**src/rtl/writeback_stage5.sv**
```systemverilog
// MEM/WB pipeline register and write-back: sub-word load extract/extend, r0 write suppression, misaligned-load flag, retire counter.
// Latency: 1 cycle from MEM inputs to the register-file write port outputs.
// Backpressure: stall holds every output register; flush (higher priority) loads a bubble.
module writeback_stage5 #(
  parameter int DATA_W  = 32,
  parameter int ADDR_W  = 5,
  parameter int COUNT_W = 16
) (
  input  logic               clk,
  input  logic               rst_n,
  input  logic               mem_valid,
  input  logic               mem_reg_write,
  input  logic               mem_to_reg,
  input  logic [ADDR_W-1:0]  mem_rd_addr,
  input  logic [DATA_W-1:0]  mem_alu_result,
  input  logic [DATA_W-1:0]  mem_load_data,
  input  logic [1:0]         mem_load_size,
  input  logic               mem_load_unsigned,
  input  logic               stall,
  input  logic               flush,
  output logic [ADDR_W-1:0]  wd_addr,
  output logic [DATA_W-1:0]  wd_data,
  output logic               w_enable,
  output logic               wb_valid,
  output logic               wb_misalign,
  output logic [COUNT_W-1:0] retired_count
);

  localparam logic [1:0] SZ_BYTE = 2'b00;
  localparam logic [1:0] SZ_HALF = 2'b01;

  logic [1:0]        off;
  logic [7:0]        load_byte;
  logic [15:0]       load_half;
  logic [DATA_W-1:0] load_ext;
  logic [DATA_W-1:0] wr_data;
  logic              misalign;
  logic              wr_en;

  assign off = mem_alu_result[1:0];

  // Select the addressed lane, extend it, and decide whether the write may go ahead.
  always_comb begin
    load_byte = 8'h00;
    load_half = 16'h0000;
    load_ext  = '0;
    wr_data   = '0;
    misalign  = 1'b0;
    wr_en     = 1'b0;

    // Little-endian byte lanes.
    case (off)
      2'd0:    load_byte = mem_load_data[7:0];
      2'd1:    load_byte = mem_load_data[15:8];
      2'd2:    load_byte = mem_load_data[23:16];
      default: load_byte = mem_load_data[31:24];
    endcase

    // Half lane picked by off[1]; off[0]=1 is reported as misaligned below.
    load_half = off[1] ? mem_load_data[31:16] : mem_load_data[15:0];

    case (mem_load_size)
      SZ_BYTE: load_ext = {{(DATA_W-8){~mem_load_unsigned & load_byte[7]}}, load_byte};
      SZ_HALF: load_ext = {{(DATA_W-16){~mem_load_unsigned & load_half[15]}}, load_half};
      default: load_ext = mem_load_data;
    endcase

    // Size 11 is handled as a word access for alignment as well as data.
    misalign = mem_valid & mem_reg_write & mem_to_reg &
               (((mem_load_size == SZ_HALF) & off[0]) |
                (mem_load_size[1] & (off != 2'b00)));

    wr_data = mem_to_reg ? load_ext : mem_alu_result;
    wr_en   = mem_valid & mem_reg_write & (mem_rd_addr != '0) & ~misalign;
  end

  // WB register: flush beats stall beats capture; counter counts every live capture.
  always_ff @(posedge clk or negedge rst_n) begin
    if (!rst_n) begin
      wd_addr       <= '0;
      wd_data       <= '0;
      w_enable      <= 1'b0;
      wb_valid      <= 1'b0;
      wb_misalign   <= 1'b0;
      retired_count <= '0;
    end else if (flush) begin
      wd_addr     <= '0;
      wd_data     <= '0;
      w_enable    <= 1'b0;
      wb_valid    <= 1'b0;
      wb_misalign <= 1'b0;
    end else if (!stall) begin
      wd_addr     <= mem_rd_addr;
      wd_data     <= wr_data;
      w_enable    <= wr_en;
      wb_valid    <= mem_valid;
      wb_misalign <= misalign;
      if (mem_valid) begin
        retired_count <= retired_count + {{(COUNT_W-1){1'b0}}, 1'b1};
      end
    end
  end

endmodule
```
**config.mk**
```make
export PLATFORM = sky130hd
export DESIGN_NAME = writeback_stage5
export DESIGN_NICKNAME = d
export VERILOG_FILES = /design/src/rtl/writeback_stage5.sv
export SDC_FILE = /design/constraint.sdc
export NUM_CORES = 1
export LEC_CHECK = 0
export ABC_AREA = 1
export ABC_CLOCK_PERIOD_IN_PS = 1600
export CORE_MARGIN = 2
export CORE_UTILIZATION = 45
export CTS_CLUSTER_DIAMETER = 50
export CTS_CLUSTER_SIZE = 24
export DETAILED_ROUTE_END_ITERATION = 8
export DONT_BUFFER_PORTS = 1
export PLACE_DENSITY = 0.6
export SLEW_MARGIN = 20
export SYNTH_ARGS = -nofsm -noshare
export SYNTH_HDL_FRONTEND = slang
export SYNTH_SLANG_ARGS = --single-unit
```
**constraint.sdc**
```tcl
create_clock -name clk -period 1.6 [get_ports clk]
set_input_delay 0.32 -clock clk [delete_from_list [all_inputs] [get_ports clk]]
set_output_delay 0.32 -clock clk [all_outputs]
set_load 0.02 [all_outputs]
```
* Word level (Yosys, flattened, before mapping) *
Cells that the tools add are included.

word-level totals
  logic and storage cells = 44
  bits in registers = 56
  input port bits = 79

operators by class
  mux-type cells = 14
  equality and inequality tests = 4
  bitwise operators = 14
  reductions and logical operators = 5
  add/sub/neg operators = 1

operator list
  operator                                             number
  two-way mux 32 bit                                   3
  one-hot mux 32 bit (2 select lines)                  1
  one-hot mux 8 bit (3 select lines)                   1
  adder 16 x 1 -> 16 bit, second input constant        1
  two-way mux 16 bit                                   1
  two-way mux 5 bit                                    2
  AND 1 bit                                            9
  two-way mux 1 bit                                    6
  nonzero test 5 bit                                   1
  equality test 2 x 1 -> 1 bit, second input constant  2
  logical NOT 2 bit                                    2
  NOT 1 bit                                            4
  AND reduction 3 bit                                  1
  equality test 2 bit, second input constant           1
  != test 2 x 1 -> 1 bit, second input constant        1
  nonzero test 2 bit                                   1
  OR 1 bit                                             1

* Depth between registers and ports, before layout *
Gate-level depths: netlist (run 1).

  word-level depth = 8
  gate-level depth with buffers = 11
  mapped depth without buffers = 9

* Least setup slack after synthesis (run 1) *
No wires, ideal clock.

  path kind = register to register
  start point = register retired_count[0]
  end point = register retired_count[12]
  cell stages (with the launch flop) = 9
  data arrival time = 1.424 ns
  slack = 0.097 ns
  cell sequence = dfrtp_1 > ha_1 > nand3_1 > nor2_4 > nand2_2 > nor2_4 > nand2_2 > nor2_2 > xor2_1

between the ends
  cells in the longest elaborated chain, start to end = 1

ends and longest elaborated chain
  what                      line  source
  start: declaration        26    output logic [COUNT_W-1:0] retired_count
  start signal: assignment  99    retired_count <= retired_count + {{(COUNT_W-1){1'b0}}, 1'b1};
  adder 16 x 1 -> 16 bit    99

Every way passes these cells.
A chain may end at the register's enable or synchronous reset.

* Worst setup path in the final report (run 1) *
Same ends and word-level chain as after synthesis.

==> results of run 1 <==
timing repair:
action,4_1_cts,5_1_grt
gates resized for setup,0,0
endpoints found under the hold margin,56,56
setup endpoints to repair,0,1
setup buffers,0,1
state kept, by name, summed over array words and instances (netlist names):
register / cells
retired_count: 16
w_enable: 1
wb_misalign: 1
wb_valid: 1
wd_addr: 5
wd_data: 32
layer usage:
layer,global-route usage,vias to the layer above,wire [um]
met3,0.09129,6,854
met5,0,-,0
li1,-,1513,-
met1,0.2989,1388,3958
met4,0.04293,0,76
met2,0.3450,107,4263
logic make-up (layout without fill, tap and decap cells):
kind of cell	Yosys count	count (layout)
AOI/OAI and AO/OA	36	36
xor gates and xnor gates	15	15
adders and majority gates	1	1
buffers and inverters	50	52
DFF	56	56
muxes	1	1
and+or+nand+nor	332	332
critical path: cells and delay by family, from the launching register on:
| kind | cells | cell delay [ps] |
|---|---|---|
| AND/OR/NAND/NOR | 6 | 660 |
| flip-flops | 1 | 390 |
| adder cells (fa/ha/maj) | 1 | 190 |
| XOR/XNOR | 1 | 150 |
per-stage QoR:
step	utilization	instances	cell area [um2]	setup slack [ps]
2_1_floorplan	-	491	3451	96.75
3_3_place_gp	0.4893	583	3587	198.2
3_5_place_dp	0.4893	583	3587	155.9
4_1_cts	0.5016	591	3677	132.2
5_1_grt	0.5026	592	3685	1.444
6_report	0.5026	592	3685	141.0
layout make-up:
cell class / instances / share of cell area
repair buffers: 15 / 0.03396
flip-flops and latches: 56 / 0.3803
well taps: 99 / 0.03362
inverters: 29 / 0.03090
clock buffers: 5 / 0.01868
multi-input cells: 385 / 0.4968
clock inverters: 3 / 0.005773
how the worst min path moves through the flow:
stage,startpoint,end,cells past startpoint
2_1_floorplan,rst_n,retired_count[0]$_DFFE_PN0P_,0
3_3_place_gp,rst_n,wd_data[20]$_DFFE_PN0P_,0
4_1_cts,rst_n,wd_data[16]$_DFFE_PN0P_,0
5_1_grt,rst_n,wd_data[16]$_DFFE_PN0P_,0
3_5_place_dp,rst_n,wd_data[16]$_DFFE_PN0P_,0
6_report,rst_n,wd_data[16]$_DFFE_PN0P_,0
synthesized netlist by cell type, types with 2 or more instances:
| master | instances | area (um2) |
|---|---|---|
| clkbuf_1 | 16 | 60.06 |
| o22ai_1 | 7 | 43.79 |
| o21ai_1 | 8 | 40.04 |
| buf_6 | 2 | 22.52 |
| nand3_1 | 17 | 85.08 |
| o221ai_1 | 2 | 17.52 |
| nor2_2 | 5 | 31.28 |
| inv_1 | 25 | 93.84 |
| o21ai_0 | 9 | 45.04 |
| dfrtp_1 | 56 | 1401 |
| nor3_1 | 2 | 10.01 |
| nor2_4 | 5 | 56.30 |
| xnor2_1 | 5 | 43.79 |
| nand2_2 | 13 | 81.33 |
| inv_2 | 2 | 7.510 |
| nand4_1 | 3 | 18.77 |
| or2_0 | 9 | 56.30 |
| nor2_1 | 55 | 206.5 |
| nand3_4 | 2 | 35.03 |
| nand2_4 | 2 | 22.52 |
| xor2_1 | 10 | 87.58 |
| or2_2 | 7 | 43.79 |
| or2_1 | 4 | 25.02 |
| nand2_1 | 206 | 773.2 |
| buf_2 | 2 | 10.01 |
| a21oi_1 | 6 | 30.03 |
power by group:
group          internal, mW  total [mW]  switching [mW]
clock network         0.312       0.804           0.492
logic                 0.296       0.722           0.426
registers              1.54        1.72           0.179
total                  2.15        3.25            1.10
==> metrics.md, run 1 <==
| Metric | Value |
|---|---|
| Fill cells | ~760 |
| Most frequent cells in the layout | 206 x nand2_1, 56 x dfrtp_1, 54 x nor2_1 |
| Crit path largest cell delay | around 400 ps |
| Worst Hold Slack | -313.1 ps |
| First-pass GRT wire length | roughly 15,000 um |
| Core area | between 0.007 and 0.008 mm2 |
| VDD IR-drop max | just under 0.5 mV |
| Clock skew | 6.661 ps |
| Final worst path period share | 0.9119 |
| 1st-pass router iterations | 4 |
| Crit path capture type | register |
| Startpoint class of the critical path | register |
| Cells on worst reg2reg path | 8 |
| Setup crit end | retired_count[12]$_DFFE_PN0P_ |
| Most common cell after layout, fill and taps aside | nand2_1 |
| RSZ-0062 raised after global routing | no |
| #FFs+latches synth | 56 |
| Root Buffer | clkbuf_8 |
| FF/Latch Area | 0.001401 mm2 |
| Critical-path top delay cell | dfrtp_1 |
| Fraction of synthesis flops using an asynchronous set or reset pin | 1.000 |
| Synth unique cells | 37 |
| Yosys Warn Count | 0 |
| Synthesized net count | ~570 |
| Worst-path fanout max | 3 |
| Starting Density | 0.4707 |
| Final HPWL DP | approximately 6800 um |
| Tmin final | between 1000 and 1500 ps |
| Main synth FF type | dfrtp_1 |
| Vias per cell | between 5 and 6 |
| Post-synth EDFFs | 0 |
| Largest family of logic cells by synthesized area | simple AND/OR/NAND/NOR gates |
| Buffer levels on the longest clock path | 2 |
| Max H-tree Level | 2 |
| Status | finished with violations |
| Flop-to-flop setup slack | roughly 140 ps |
| Vias in the first global route | around 3,000 |
| Critical path required time | 1840 ps |
| Slew margin rel. | 0.5092 |
| PD cells | 881.6 mW/mm2 |
| Antenna violations before repair | 0 |
| Die width | a little over 90 um |
| Post-synthesis simple-gate area fraction | 0.4235 |
| Worst-margin pin slew | 735.5 ps |
| RR Startpoint | retired_count[0]$_DFFE_PN0P_ |
| Pwr Total | about 3.2 mW |
| Fin Setup TNS | 0 ps |
| I/O Buffers | 0 |
| Nets | approximately 570 |
| Multi-input logic area | between 0.0015 and 0.002 mm2 |
| Routed via count | 3,014 |
| Worst Setup SP | retired_count[0]$_DFFE_PN0P_ |
| Die area | about 0.0084 mm2 |
| Layout cells sized above 1 | 0.1298 |
| Sequential area share after synthesis | 0.4061 |
| Num CTS Buffers | 5 |
| Crit-path cells | ha_1 > nand3_1 > nor2_4 > nand2_2 > nor2_4 > nand2_2 > nor2_2 > xor2_1 |
| CTS tree | built |
| Synth Area in Compound Gates | 0.05983 |
| DR iter-0 viols | roughly 120 |
| Failing checks | negative hold slack |
| # diodes | 0 |
| Post-synthesis mux area share | 0.003263 |
| Ports | approximately 140 |
| Synthesized-area fraction occupied by adder cells | 0.003626 |
| Post-Synth XOR/XNOR Area | 0.03807 |
| Clk Latency, worst-skew pair | between 300 and 400 ps |
| Final ANT Viol Nets | 0 |
| Final setup fails | 0 |
| Overall routed net length | just over 9000 um |
| Count of final hold-check violations | between 50 and 60 |
| FMAX | between 600 and 700 MHz |
| P&R area growth vs syn | 6.780% |
| Core Rows | 31 |
| Grt total ovfl | 0 |
| # DRC | 0 |
| Post-Syn Area | 0.003451 mm2 |
| Worst min path class | input pin to async pin |
| Die Span Y | around 90 um |
| Largest net degree at the start of global routing | 57 |
| Critical R2R Capture | retired_count[12]$_DFFE_PN0P_ |
| Gr usage total | 0.2243 |
| Data arrival time of the worst path | ~1700 ps |
| Clock-pin slew on the worst setup and hold paths | between 100 and 150 ps |
| Maxcap violations | 0 |
| Synthesized area per cell | 7.028 um2 |
| CTS sink count | 56 |
| Cells after synthesis | ~500 |
| Lkg Pwr | roughly 2 nW |
| Wire length per cell | 15.46 um |
| Crit Path Class | register to register |
| Routability cong. | 0.8346 |
| Slew Viols, Final | 0 |
Power figures use the tool's default switching activity.
==> run 2: changes to the inputs <==
--- a/config.mk
+++ b/config.mk
@@ -14,7 +14,6 @@
 export DETAILED_ROUTE_END_ITERATION = 8
 export DONT_BUFFER_PORTS = 1
 export PLACE_DENSITY = 0.6
-export SLEW_MARGIN = 20
 export SYNTH_ARGS = -nofsm -noshare
 export SYNTH_HDL_FRONTEND = slang
 export SYNTH_SLANG_ARGS = --single-unit
==> constraint.sdc (replaced) <==
create_clock -name clk -period 1.6 [get_ports clk]
set_input_delay 0.32 -clock clk [delete_from_list [all_inputs] [get_ports clk]]
set_output_delay 0.32 -clock clk [all_outputs]
set_load 0.01 [all_outputs]
==> run 2 against run 1 <==
Clock skew up 1.0 ps. Power down 4.8%. Critical endpoint unchanged. Sequential power about the same. Setup slack worse by 12 ps. The flow still finishes with violations (negative hold slack).
==> metrics.md, run 2 (synthesis gave the netlist of run 1 again) <==
| Metric | Value |
|---|---|
| Status | finished with violations |
| Failing checks | negative hold slack |
| Die width | 91.57 um (unchanged) |
| Starting Density | 0.4707 (unchanged) |
| Sw Ratio | 0.3231 (-0.01463) |
| Gr usage total | 0.2177 (-0.006623) |
| Clock-pin slew on the worst setup and hold paths | 110 ps (about the same) |
| Most common cell after layout, fill and taps aside | nand2_1 |
| Die area | 0.008385 mm2 (unchanged) |
| # DRC | 0 (unchanged) |
| Lkg Pwr | 1.962 nW (-1.9%) |
| Slew Viols, Final | 0 (unchanged) |
| Routed via count | 2,914 (-3.3%) |
| Data arrival time of the worst path | 1720 ps (+30 ps) |
| Die Span Y | 91.57 um (unchanged) |
| Internal power | 2.093 mW (-2.7%) |
| RSZ-0062 raised after global routing | no |
| Most frequent cells in the layout | 206 x nand2_1, 56 x dfrtp_1, 54 x nor2_1 |
| CTS tree | built |
| Slew margin rel. | 0.4990 (-0.01014) |
| Root Buffer | clkbuf_8 |
| Crit path largest cell delay | 520 ps (+130 ps) |
| FMAX | 679.7 MHz (-0.83%) |
| # diodes | 0 (unchanged) |
| Final HPWL DP | 6652 um (-2.8%) |
| Crit path capture type | register |
| Vias in the first global route | 2,898 (-0.75%) |
| Critical path required time | 1840 ps (about the same) |
| Antenna violations before repair | 0 (unchanged) |
| Worst-path fanout max | 6 (+3) |
| Count of final hold-check violations | 56 (unchanged) |
| Max H-tree Level | 2 (unchanged) |
| Largest regs | wd_data (32), retired_count (16), wd_addr (5) |
| Seq pwr share | 0.557 (+0.027) |
| Setup crit end | retired_count[12]$_DFFE_PN0P_ |
| Final ANT Viol Nets | 0 (unchanged) |
| Clock power share | 0.265 (+0.017) |
| Cells on worst reg2reg path | 7 (-1) |
| Ports | 135 (unchanged) |
| Tmin final | 1471 ps (+12.20 ps) |
| Flop-to-flop setup slack | 130 ps (about the same) |
| Biggest register | wd_data |
| Final worst path period share | 0.9195 (+0.007624) |
| Crit Path Class | register to register |
| First-pass GRT wire length | 14,680 um (-2.8%) |
| I/O Buffers | 0 (unchanged) |
| Crit-path cells | nand3_1 > nor2_4 > nand2_2 > nor2_4 > nand2_2 > nor2_2 > xor2_1 |
| Core Rows | 31 (unchanged) |
| Buffer levels on the longest clock path | 2 (unchanged) |
| PD cells | 852.7 mW/mm2 (-3.3%) |
| RR Startpoint | retired_count[3]$_DFFE_PN0P_ |
| 1st-pass router iterations | 4 (unchanged) |
| Overall routed net length | 8871 um (-3.1%) |
| Worst Hold Slack | -315.2 ps (-2.174 ps) |
| P_sw | 0.9989 mW (-8.9%) |
| Nets | 564 (-1.4%) |
| Clk Latency, worst-skew pair | 320 ps (about the same) |
| Core area | 0.007331 mm2 (unchanged) |
| P&R area growth vs syn | 5.076% |
| Gate power share | 0.178 (-0.044) |
| Fin Setup TNS | 0 ps (unchanged) |
| Maxcap violations | 0 (unchanged) |
| Placed Instance Area | 0.003535 mm2 (-1.5%) |
| Worst-margin pin slew | 750.7 ps (+15.19 ps) |
| Num CTS Buffers | 5 (unchanged) |
| Number of flip-flops in the largest register | 32 (unchanged) |
| Vias per cell | 4.990 (-2.0%) |
| VDD IR-drop max | 0.4170 mV (-13%) |
| Final core occ | 0.4946 (-0.008022) |
| Routability cong. | 0.8246 (-1.2%) |
| CTS sink count | 56 (unchanged) |
| Wire length per cell | 15.19 um (-1.8%) |
| Pwr Total | 3.092 mW (-4.8%) |
| Startpoint class of the critical path | register |
| Worst min path class | input pin to async pin |
| Fill cells | 763 (+0.53%) |
| Fin area | 0.003626 mm2 (-1.6%) |
| Worst Setup SP | retired_count[3]$_DFFE_PN0P_ |
| Grt total ovfl | 0 (unchanged) |
| Critical-path top delay cell | dfrtp_1 |
| Layout cells sized above 1 | 0.1155 (-0.01435) |
| Largest net degree at the start of global routing | 57 (unchanged) |
| DR iter-0 viols | 104 (-10%) |
| Final setup fails | 0 (unchanged) |
| Critical R2R Capture | retired_count[12]$_DFFE_PN0P_ |
| Clock skew | 7.690 ps (+1.030 ps) |
run 2: changes by cell type in the layout (fill, tap and decap cells not counted):
| cell | delta |
|---|---|
| buf_4 | -8 |
| clkinvlp_4 | -1 |
| clkinv_4 | +1 |
run 2: metal layers:
layer,wire length [um],track usage,vias up
met4,80,0.05051,0
met1,3910,0.2880,1311
met2,3990,0.3388,104
met3,889,0.08050,8
met5,0,0,-
li1,-,-,1491
run 2: area by class of cell:
type	count	area [um2]	share of cell area
clock inverters	3	22.52	0.006211
multi-input cells	385	1831	0.5048
inverters	29	113.9	0.03140
clock buffers	5	68.82	0.01898
flip-flops and latches	56	1401	0.3865
repair buffers	7	65.06	0.01794
well taps	99	123.9	0.03416
run 2: metrics by stage:
step,cells,setup WS (ps)
final,584,128.8
after global routing,584,10.47
after CTS,584,107.0
after detailed placement,576,147.6
after global placement,576,176.3
after floorplan,491,183.8
run 2: worst max-delay path, delay by kind of cell (launching register included):
kind | cells | cell delay, ps
xor+xnor | 1 | 150
flops | 1 | 520
simple gates | 6 | 730
run 2: worst min-delay path by stage:
stage,startpoint,end,slack [ps]
after floorplan,rst_n,retired_count[0]$_DFFE_PN0P_,20
after global placement,rst_n,wd_data[20]$_DFFE_PN0P_,30
after detailed placement,rst_n,wd_data[16]$_DFFE_PN0P_,30
after CTS,rst_n,wd_data[16]$_DFFE_PN0P_,-330
after global routing,rst_n,wd_data[16]$_DFFE_PN0P_,-340
final,rst_n,wd_data[16]$_DFFE_PN0P_,-320
run 2: repair_timing:
action	4_1_cts	5_1_grt
buffers inserted	0	0
resized for setup	0	0
hold endpoints to repair	56	56
endpoints found under the setup margin	0	0
run 2: power groups by stage:
stage                     clock, mW  combinational [mW]  sequential, mW
after CTS                     0.859               0.560            1.72
after global routing          0.899               0.638            1.74
after detailed placement          0               0.558            1.75
after floorplan                   0               0.426            1.74
after global placement            0               0.541            1.75
final                         0.820               0.551            1.72
